--- config.mk ---
export PLATFORM = sky130hd
export DESIGN_NAME = seg_disp_sched
export DESIGN_NICKNAME = d
export VERILOG_FILES = /design/src/rtl/seg_disp_pkg.sv /design/src/rtl/bin2bcd_seq.sv /design/src/rtl/seg_disp_sched.sv
export SDC_FILE = /design/constraint.sdc
export NUM_CORES = 1
export LEC_CHECK = 0
export CORE_ASPECT_RATIO = 1.4
export CORE_UTILIZATION = 59
export DETAILED_ROUTE_END_ITERATION = 10
export PLACE_DENSITY = 0.92
export SYNTH_ARGS = -nofsm -noshare
export SYNTH_HDL_FRONTEND = slang
export SYNTH_SLANG_ARGS = --single-unit
export TNS_END_PERCENT = 50
--- constraint.sdc ---
create_clock -name sys_clk -period 3 [get_ports sys_clk]
set_input_delay 0.45 -clock sys_clk [delete_from_list [all_inputs] [get_ports sys_clk]]
set_output_delay 0.45 -clock sys_clk [all_outputs]
set_load 0.1 [all_outputs]
--- src/rtl/seg_disp_pkg.sv ---
// Shared definitions for the display scheduler and its BCD converter.
// Contents:
//   - state_e    : scheduler FSM states.
//   - digit geometry : 6 BCD nibbles of 4 bits each.
//   - DISP_MAX   : largest value the display can show.
//   - SEG_BLANK  : nibble code the seg driver treats as a blank digit.
//   - bcd_adjust : the add-3 correction applied before each double-dabble shift.
package seg_disp_pkg;

  typedef enum logic [1:0] {
    ST_IDLE = 2'd0,
    ST_CONV = 2'd1,
    ST_HOLD = 2'd2
  } state_e;

  localparam int BCD_DIGITS = 6;
  localparam int NIB_W      = 4;
  localparam int BCD_W      = BCD_DIGITS * NIB_W;

  localparam int unsigned DISP_MAX = 999_999;

  localparam logic [NIB_W-1:0] SEG_BLANK = 4'hF;

  // Any nibble >= 5 would become >= 10 after doubling; adding 3 first makes
  // the following shift carry correctly into the next decimal digit.
  function automatic logic [BCD_W-1:0] bcd_adjust(input logic [BCD_W-1:0] v);
    logic [BCD_W-1:0] r;
    logic [NIB_W-1:0] nib;
    r = v;
    for (int i = 0; i < BCD_DIGITS; i++) begin
      nib = v[i*NIB_W +: NIB_W];
      if (nib >= NIB_W'(5)) nib = nib + NIB_W'(3);
      r[i*NIB_W +: NIB_W] = nib;
    end
    return r;
  endfunction

endpackage

--- src/rtl/bin2bcd_seq.sv ---
// Sequential binary-to-BCD converter (shift-add-3), one bit per cycle.
// Ports:
//   clk, rst_n  : clock, synchronous active-low reset.
//   start       : load bin_in (saturated to DISP_MAX) and begin converting.
//   bin_in      : binary value, sampled only on start.
//   done        : high in the cycle whose edge performs the final shift.
//   bcd_out     : result of the shift taken on the current edge; complete
//                 and valid when done is high.
//   ovf         : bin_in exceeded DISP_MAX on the last start.
module bin2bcd_seq #(
  parameter int          BIN_W    = 20,
  parameter int unsigned DISP_MAX = seg_disp_pkg::DISP_MAX
) (
  input  logic                           clk,
  input  logic                           rst_n,
  input  logic                           start,
  input  logic [BIN_W-1:0]               bin_in,
  output logic                           done,
  output logic [seg_disp_pkg::BCD_W-1:0] bcd_out,
  output logic                           ovf
);
  import seg_disp_pkg::*;

  localparam int               CNT_W   = (BIN_W > 1) ? $clog2(BIN_W) : 1;
  localparam logic [BIN_W-1:0] SAT_VAL = BIN_W'(DISP_MAX);

  logic             run_q, run_d;
  logic [CNT_W-1:0] cnt_q, cnt_d;
  logic [BIN_W-1:0] bin_q, bin_d;
  logic [BCD_W-1:0] bcd_q, bcd_d;
  logic             sat_q, sat_d;
  logic [BCD_W-1:0] bcd_adj;
  logic             last;
  logic             unused_bcd_msb;

  // The MSB of the adjusted BCD is shifted out; it is always 0 for
  // values up to DISP_MAX.
  assign unused_bcd_msb = bcd_adj[BCD_W-1];

  always_comb begin
    bcd_adj = bcd_adjust(bcd_q);
    last    = run_q && (cnt_q == CNT_W'(BIN_W - 1));
    run_d   = run_q;
    cnt_d   = cnt_q;
    bin_d   = bin_q;
    bcd_d   = bcd_q;
    sat_d   = sat_q;
    if (start) begin
      run_d = 1'b1;
      cnt_d = '0;
      bcd_d = '0;
      if (32'(bin_in) > 32'(DISP_MAX)) begin
        bin_d = SAT_VAL;
        sat_d = 1'b1;
      end else begin
        bin_d = bin_in;
        sat_d = 1'b0;
      end
    end else if (run_q) begin
      {bcd_d, bin_d} = {bcd_adj[BCD_W-2:0], bin_q, 1'b0};
      cnt_d          = cnt_q + 1'b1;
      if (last) run_d = 1'b0;
    end
  end

  assign done    = last;
  assign bcd_out = {bcd_adj[BCD_W-2:0], bin_q[BIN_W-1]};
  assign ovf     = sat_q;

  always_ff @(posedge clk) begin
    if (!rst_n) begin
      run_q <= 1'b0;
      cnt_q <= '0;
      sat_q <= 1'b0;
    end else begin
      run_q <= run_d;
      cnt_q <= cnt_d;
      sat_q <= sat_d;
    end
  end

  // Working registers: contents are don't-care until the next start.
  always_ff @(posedge clk) begin
    bin_q <= bin_d;
    bcd_q <= bcd_d;
  end

endmodule

--- src/rtl/seg_disp_sched.sv ---
// Display scheduler: arbitrates two binary sources (round-robin, req/ack),
// converts the granted value to packed BCD and holds it on screen for at
// least HOLD_MAX+1 cycles before accepting the next request.
// Ports:
//   sys_clk, rst_n   : clock, synchronous active-low reset.
//   req[1:0]         : per-source request, held until the matching ack.
//   bin0, bin1       : source values, stable while requested.
//   ack[1:0]         : one-cycle pulse when the source value is latched.
//   display_val_bcd  : packed BCD for the seg driver, [23:20] = MS digit.
//   active_src       : source of the value currently shown.
//   ovf              : shown value was saturated to DISP_MAX.
//   busy             : conversion or hold in progress.
module seg_disp_sched #(
  parameter int          BIN_W    = 20,
  parameter int unsigned HOLD_MAX = 49_999_999,
  parameter int unsigned DISP_MAX = seg_disp_pkg::DISP_MAX
) (
  input  logic             sys_clk,
  input  logic             rst_n,
  input  logic [1:0]       req,
  input  logic [BIN_W-1:0] bin0,
  input  logic [BIN_W-1:0] bin1,
  output logic [1:0]       ack,
  output logic [23:0]      display_val_bcd,
  output logic             active_src,
  output logic             ovf,
  output logic             busy
);
  import seg_disp_pkg::*;

  localparam int HOLD_W = (HOLD_MAX > 0) ? $clog2(HOLD_MAX + 1) : 1;

  state_e            state_q, state_d;
  logic              prio_q, prio_d;
  logic              gnt_q, gnt_d;
  logic [1:0]        ack_q, ack_d;
  logic [BCD_W-1:0]  disp_q, disp_d;
  logic              src_q, src_d;
  logic              ovf_q, ovf_d;
  logic              busy_q, busy_d;
  logic [HOLD_W-1:0] hold_q, hold_d;

  logic              gnt;
  logic              conv_start;
  logic              conv_done;
  logic              conv_ovf;
  logic [BCD_W-1:0]  conv_bcd;
  logic              hold_end;

  // A lone request wins outright; a tie goes to the priority pointer.
  assign gnt      = (req == 2'b10) ? 1'b1 : (req == 2'b01) ? 1'b0 : prio_q;
  assign hold_end = (hold_q == HOLD_W'(HOLD_MAX));

  bin2bcd_seq #(
    .BIN_W    (BIN_W),
    .DISP_MAX (DISP_MAX)
  ) u_bin2bcd (
    .clk     (sys_clk),
    .rst_n   (rst_n),
    .start   (conv_start),
    .bin_in  (gnt ? bin1 : bin0),
    .done    (conv_done),
    .bcd_out (conv_bcd),
    .ovf     (conv_ovf)
  );

  // State register
  always_ff @(posedge sys_clk) begin
    if (!rst_n) begin
      state_q <= ST_IDLE;
      prio_q  <= 1'b0;
      gnt_q   <= 1'b0;
      ack_q   <= 2'b00;
      disp_q  <= '0;
      src_q   <= 1'b0;
      ovf_q   <= 1'b0;
      busy_q  <= 1'b0;
      hold_q  <= '0;
    end else begin
      state_q <= state_d;
      prio_q  <= prio_d;
      gnt_q   <= gnt_d;
      ack_q   <= ack_d;
      disp_q  <= disp_d;
      src_q   <= src_d;
      ovf_q   <= ovf_d;
      busy_q  <= busy_d;
      hold_q  <= hold_d;
    end
  end

  // Next-state logic
  always_comb begin
    state_d = state_q;
    case (state_q)
      ST_IDLE: if (req != 2'b00) state_d = ST_CONV;
      ST_CONV: if (conv_done)    state_d = ST_HOLD;
      ST_HOLD: if (hold_end)     state_d = ST_IDLE;
      default:                   state_d = ST_IDLE;
    endcase
  end

  // Output / datapath logic
  always_comb begin
    conv_start = 1'b0;
    prio_d     = prio_q;
    gnt_d      = gnt_q;
    ack_d      = 2'b00;
    disp_d     = disp_q;
    src_d      = src_q;
    ovf_d      = ovf_q;
    hold_d     = hold_q;
    busy_d     = (state_d != ST_IDLE);
    case (state_q)
      ST_IDLE: begin
        if (req != 2'b00) begin
          conv_start = 1'b1;
          gnt_d      = gnt;
          prio_d     = ~gnt;
          ack_d[gnt] = 1'b1;
        end
      end
      ST_CONV: begin
        // Display, source and overflow change together, only on completion.
        if (conv_done) begin
          disp_d = conv_bcd;
          src_d  = gnt_q;
          ovf_d  = conv_ovf;
          hold_d = '0;
        end
      end
      ST_HOLD: begin
        if (!hold_end) hold_d = hold_q + 1'b1;
      end
      default: ;
    endcase
  end

  assign ack             = ack_q;
  assign display_val_bcd = disp_q;
  assign active_src      = src_q;
  assign ovf             = ovf_q;
  assign busy            = busy_q;

endmodule

==> summary.txt, run 1 <==
CTS
  – Total clock sinks: 110
  – Worst-path clk slew: 0.07 ns
  – TritonCTS clock tree: done
  – Postcts setup bufs: 0
  – CTS-repair resized insts: 0
  – CTS root buffer: clkbuf_16
  – CTS Buf Count: 9
  – Clock tree buffer depth: 2
  – Clk Latency, worst-skew pair: 0.35 ns
  – Hold buffer count at CTS: 0
  – H-tree depth: 3

GRT
  – Remaining global-route overflow: 0
  – GRT Max-Usage Layer: met2
  – First-pass GRT wire length: 18500 µm
  – GR Layer Usage met2: 46.9%
  – Largest net degree at the start of global routing: 44
  – Initial antenna violation count: 0
  – GRT Overall Usage: 25.7%
  – Met3 Resource Use GR: 5.10%
  – Vias in the first global route: 4319
  – Met1 Use GR: 26.7%

Route
  – DRT Pass-1 Iters: 5
  – Via density: 5.84
  – Routed Antenna Nets: 0
  – Total wire length: 11400 µm
  – Routed wire length per instance: 15.0 µm
  – DR vias: 4423
  – # DRC: 0
  – DRT iter0 DRCs: 185

Timing
  – Slew headroom: 42.3%
  – Clk_skew: 0.00855 ns
  – RSZ-0062 raised after global routing: false
  – Maximum clock rate: 0.388 GHz
  – Hold Slack: 0.465 ns
  – Setup TNS: 0 ns
  – Final hold vios: 0
  – Least-Margin Pin Slew: 0.866 ns
  – Final worst path period share: 85.9%
  – Tmin final: 2.58 ns
  – Final setup vio count: 0
  – Slew Viols, Final: 0

Critical path
  – CP Launch Point: req[0]
  – Crit path cell chain: clkdlybuf4s50_1 > inv_1 > maj3_1 > mux2i_1 > a311oi_1 > o211ai_1 > o211ai_1
  – Reg2reg setup slack: 0.52 ns
  – Slowest stage delay, CP: 0.52 ns
  – R2r startpoint: u_bin2bcd.cnt_q[0]
  – Crit end category: flop
  – Crit-path slowest cell: clkdlybuf4s50_1
  – CP Class: in -> reg
  – Critical path's most frequent cell: o211ai_1
  – Worst setup SP type: primary input
  – Cell family with most CP delay: compound AO/OA/AOI/OAI gates
  – Worst EP required: 3.07 ns
  – Buffers plus inverters on the worst setup path: 2
  – Max FO, Critical Path: 8
  – Worst endpoint data arrival time: 2.65 ns

Yosys
  – Largest cells by area after synthesis: dfxtp_1 34%, edfxtp_1 11%, mux2i_1 7.6%, nor2_1 5.7%, nand2_1 5.5%
  – Unique masters post-synth: 49
  – Cells after Synth: 585
  – Ys flop type: dfxtp_1
  – Area leader, netlist: dfxtp_1
  – Post-synth EDFFs: 20
  – Syn_area_per_cell: 9.06 µm²
  – Async set-reset flop share out of synthesis: 0%
  – Synth warn: 0
  – Seq/Total Area, Yosys: 45.3%
  – Mapped cell area: 0.00530 mm²
  – Synth Net Count: 643
  – Seq cells post-synth: 110
  – Synth top area share: 34.0%

Power and ir drop
  – Tot Pwr: 3200 µW
  – Logic pwr share: 13.5%
  – VDD IR max: 0.000353 V
  – Leak: 0.00225 µW
  – PD cells: 509 mW/mm²
  – Reg power frac: 51.4%
  – Int Power: 2380 µW
  – Sw Ratio: 25.7%
  – Net Switching: 822 µW
  – Clock power share: 35.1%

Floorplan
  – Die area: 0.00937 mm²
  – Chip height: 114 µm
  – Initial core utilization: 61.2%
  – CORE AREA: 0.00866 mm²
  – DIE WIDTH: 82.1 µm
  – Io pins: 73
  – Row count: 40

Placed design
  – Placed insts: 741
  – Placed instance area: 0.00602 mm²
  – RD Place Congestion: 0.832
  – I/O Buffers: 72
  – HPWL Detailed: 7900 µm

Min path
  – Hold Startpoint: display_val_bcd[21]
  – HP Class: reg -> reg

Cells and area
  – Fill cells: 610
  – P&R area growth vs syn: 18.7%
  – Nets: 705
  – Layout cell share with drive strength beyond 1: 11.3%
  – Post-route insts no fill: 757
  – ANT cells: 0
  – Fin area: 0.00629 mm²

Status
  – Status: complete, no violations

Flow run
  – Max Cap Violations: 0
==> stage by stage <==
| step | utilization (%) | setup WS [ns] |
|---|---|---|
| 6_report | 72.7 | 0.422 |
| 5_1_grt | 72.7 | 0.270 |
| 4_1_cts | 72.7 | 0.456 |
| 3_5_place_dp | 69.5 | 0.0771 |
| 3_3_place_gp | 69.5 | 0.258 |
| 2_1_floorplan | - | 0.963 |
==> synth_stat cells (2+ instances only) <==
cell,instances
nor4_1,3
clkbuf_1,21
a31oi_1,4
and3_1,3
a22o_1,7
a31o_2,2
inv_1,18
nand4_1,7
nor2b_1,2
xnor2_1,31
a211oi_1,16
nor3_1,5
a21oi_2,4
nand2b_1,10
o211ai_1,6
ha_1,14
buf_2,6
buf_1,2
o21ai_0,19
and4_1,2
dfxtp_1,90
edfxtp_1,20
or4b_1,2
o21ai_1,2
a311oi_1,7
xor2_1,3
nand2_1,78
mux2i_1,40
a21oi_1,39
and2_1,2
a2111oi_2,7
nor2_1,80
nand3_1,13
nor3b_1,5
==> routing by layer <==
metal / vias to the layer above / wire length (µm)
li1: 2183 / -
met2: 105 / 6220
met4: 0 / 321
met3: 26 / 357
met5: - / 0
met1: 2109 / 4480
==> area by class of cell <==
type	count	area [µm²]	share of cell area (%)
clock inverters	5	32.5	0.517
flip-flops and latches	110	2400	38.2
multi-input cells	426	2700	42.8
repair buffers	82	723	11.5
clock buffers	11	243	3.86
inverters	18	67.6	1.07
well taps	105	131	2.09
==> kinds of logic (layout without fill, tap and decap cells) <==
family | after synthesis | after routing | share of synthesized area, %
and+or+nand+nor | 217 | 217 | 18.3
muxes | 41 | 41 | 7.76
xor gates and xnor gates | 34 | 34 | 5.62
DFF | 110 | 110 | 45.3
AOI/OAI and AO/OA | 119 | 119 | 15.5
buffers and inverters | 49 | 116 | 3.97
adders and majority gates | 15 | 15 | 3.49
==> placed cells by master (no fill, tap or decap), types with 6 or more instances in the layout <==
cell | Yosys | final
a211oi_1 | 16 | 16
o21ai_0 | 19 | 19
buf_4 | 0 | 39
dfxtp_1 | 90 | 90
a21oi_1 | 39 | 39
inv_1 | 18 | 18
clkbuf_16 | 0 | 9
nand2_1 | 78 | 78
nor2_1 | 80 | 79
o211ai_1 | 6 | 6
a2111oi_2 | 7 | 7
nand3_1 | 13 | 13
xnor2_1 | 31 | 31
edfxtp_1 | 20 | 20
a22o_1 | 7 | 7
clkdlybuf4s50_1 | 0 | 43
nand2b_1 | 10 | 10
a311oi_1 | 7 | 7
ha_1 | 14 | 14
nand4_1 | 7 | 7
mux2i_1 | 40 | 40
==> power by group through the flow <==
| stage | combinational [µW] | sequential, µW | clock [µW] |
|---|---|---|---|
| final | 432 | 1650 | 1120 |
| after global routing | 473 | 1650 | 1180 |
| after CTS | 432 | 1650 | 1130 |
| after detailed placement | 428 | 1680 | 0 |
| after global placement | 403 | 1670 | 0 |
| after floorplan | 270 | 1690 | 0 |
==> path summary, 6_finish.rpt <==
kind | to | cells after the start
hold reg to reg | display_val_bcd[21] | 2
setup / recovery | u_bin2bcd.bin_q[1] | 7
hold / removal | display_val_bcd[21] | 2
setup reg to reg | hold_q[15] | 5
==> tightest hold or removal path: cells and delay by family, from the launching register on <==
kind	cells	cell delay, ns
AOI/OAI and AO/OA	1	0.05
DFF	1	0.32
and+or+nand+nor	1	0.05
==> flip-flops by register name (all words and copies together), names as in the netlist <==
register and cells:
u_bin2bcd.run_q 1, prio_q 1, gnt_q 1, state_q 2
active_src 1, busy 1, u_bin2bcd.bcd_q 24, u_bin2bcd.bin_q 20
hold_q 26, ovf 1, display_val_bcd 24, u_bin2bcd.cnt_q 5
u_bin2bcd.ovf 1, ack 2
Power figures use the tool's default switching activity.
==> run 2: changes to the inputs <==
--- a/config.mk
+++ b/config.mk
@@ -6,9 +6,9 @@
 export NUM_CORES = 1
 export LEC_CHECK = 0
 export CORE_ASPECT_RATIO = 1.4
-export CORE_UTILIZATION = 59
+export CORE_UTILIZATION = 49
 export DETAILED_ROUTE_END_ITERATION = 10
-export PLACE_DENSITY = 0.92
+export PLACE_DENSITY = 0.8
 export SYNTH_ARGS = -nofsm -noshare
 export SYNTH_HDL_FRONTEND = slang
 export SYNTH_SLANG_ARGS = --single-unit
==> run 2 against run 1 <==
Non-clock buffer count is 1 lower. Clock skew is 0.00086 ns lower. Utilization is 12 points lower. Critical path depth stayed put. Cell count is 4.2% higher. Critical path type unchanged.
==> summary.txt, run 2 (same netlist as run 1, synthesis figures left out) <==
Critical path
  – Slowest stage delay, CP: 0.52 ns
  – Crit end category: flop
  – Buffers plus inverters on the worst setup path: 2
  – Worst R2R Path Depth: 6
  – Crit path to: u_bin2bcd.bin_q[0]
  – Reg-to-reg critical path endpoint: hold_q[11]
  – CP Class: in -> reg
  – Worst endpoint data arrival time: 2.67 ns
  – Max FO, Critical Path: 8
  – Worst setup SP type: primary input
  – Reg2reg setup slack: 0.58 ns
  – Cell family with most CP delay: compound AO/OA/AOI/OAI gates
  – Crit path cell chain: clkdlybuf4s50_1 > inv_1 > maj3_1 > mux2i_1 > a311oi_1 > o211ai_1 > o21ai_0
  – Crit-path slowest cell: clkdlybuf4s50_1
  – CP Launch Point: req[0]
  – Worst EP required: 3.06 ns
  – Worst path depth: 7
  – R2r startpoint: hold_q[9]

Floorplan
  – DIE WIDTH: 89.9 µm
  – CORE AREA: 0.0105 mm²
  – Chip height: 125 µm
  – Io pins: 73
  – Row count: 44
  – Initial core utilization: 50.7%
  – Die area: 0.0112 mm²

CTS
  – Clk Latency, worst-skew pair: 0.35 ns
  – CTS Buf Count: 9
  – Hold buffer count at CTS: 0
  – CTS-repair resized insts: 0
  – TritonCTS clock tree: done
  – Postcts setup bufs: 0
  – Worst-path clk slew: 0.07 ns
  – CTS root buffer: clkbuf_16
  – Total clock sinks: 110
  – Clock tree buffer depth: 2
  – H-tree depth: 3

GRT
  – Vias in the first global route: 4175
  – Initial antenna violation count: 0
  – First-pass GRT wire length: 19100 µm
  – Largest net degree at the start of global routing: 43
  – GRT Overall Usage: 20.7%
  – Remaining global-route overflow: 0

Cells and area
  – Layout cell share with drive strength beyond 1: 11.2%
  – ANT cells: 0
  – Largest Register: hold_q
  – P&R area growth vs syn: 20.5%
  – Utilization after layout: 61.1%
  – Commonest cells after routing, fill and taps aside: 90 x dfxtp_1, 79 x nor2_1, 78 x nand2_1, 43 x clkdlybuf4s50_1, 40 x mux2i_1
  – Most common cell after layout, fill and taps aside: dfxtp_1
  – Nets: 704
  – Fill cells: 888
  – Post-route insts no fill: 789
  – Fin area: 0.00639 mm²
  – Max FFs per register: 26

Route
  – Routed Antenna Nets: 0
  – Routed wire length per instance: 14.5 µm
  – DRT Pass-1 Iters: 4
  – DR vias: 4344
  – DRT iter0 DRCs: 233
  – Total wire length: 11500 µm
  – # DRC: 0
  – Via density: 5.51

Timing
  – Maximum clock rate: 0.383 GHz
  – Slew headroom: 40.3%
  – Clk_skew: 0.00769 ns
  – Least-Margin Pin Slew: 0.896 ns
  – Hold Slack: 0.456 ns
  – Final hold vios: 0
  – Final setup vio count: 0
  – Tmin final: 2.61 ns
  – Slew Viols, Final: 0
  – RSZ-0062 raised after global routing: false
  – Setup TNS: 0 ns
  – Final worst path period share: 87.0%

Placed design
  – HPWL Detailed: 8010 µm
  – Placed insts: 773
  – RD Place Congestion: 0.851
  – I/O Buffers: 72
  – Placed instance area: 0.00605 mm²

Flow run
  – Max Cap Violations: 0

Min path
  – HP Class: reg -> reg

Power and ir drop
  – VDD IR max: 0.000278 V
  – PD cells: 529 mW/mm²
  – Leak: 0.00228 µW

Status
  – Status: complete, no violations
[run 2: final cells by class]
cell class	count	area (µm²)	share of cell area, %
clock buffer	10	250	3.92
clock inverter	6	82.6	1.29
multi-input combinational	426	2700	42.2
timing repair buffer	81	716	11.2
inverter	18	67.6	1.06
sequential	110	2400	37.6
tap	138	173	2.70
[run 2: per-layer routing]
layer  global-route usage [%]  part of all wire (%)  vias to the layer above
met5                        0                     0                        -
met4                     9.01                   2.5                        0
met3                     3.95                   2.6                       22
met2                     37.8                    52                       71
met1                     23.3                    43                     2079
li1                         -                     -                     2172
[run 2: metrics by stage]
stage                     power, µW  worst slack [ns]
after floorplan                1960             0.963
after global placement         2080             0.256
after detailed placement       2100             0.100
after CTS                      3410             0.452
after global routing           3510             0.297
final                          3380             0.389
[run 2: worst min path at each step]
stage	start	to	slack, ns	cells after the start
2_1_floorplan	u_bin2bcd.ovf	ovf	0.43	2
3_3_place_gp	gnt_q	active_src	0.44	2
3_5_place_dp	display_val_bcd[13]	display_val_bcd[13]	0.45	2
4_1_cts	gnt_q	active_src	0.46	2
5_1_grt	gnt_q	active_src	0.47	2
6_report	display_val_bcd[10]	display_val_bcd[10]	0.46	2
[run 2: where the power goes]
part | total (µW) | internal (µW) | leakage, µW | switching [µW]
logic | 431 | 190 | 0.00118 | 242
registers | 1640 | 1600 | 0.000932 | 42.6
clock network | 1300 | 779 | 0.000169 | 520
[run 2: tightest hold or removal path, stage by stage (launching register included)]
cell,delay (ns)
dfxtp_1,0.31
nand2_1,0.05
a21oi_1,0.05
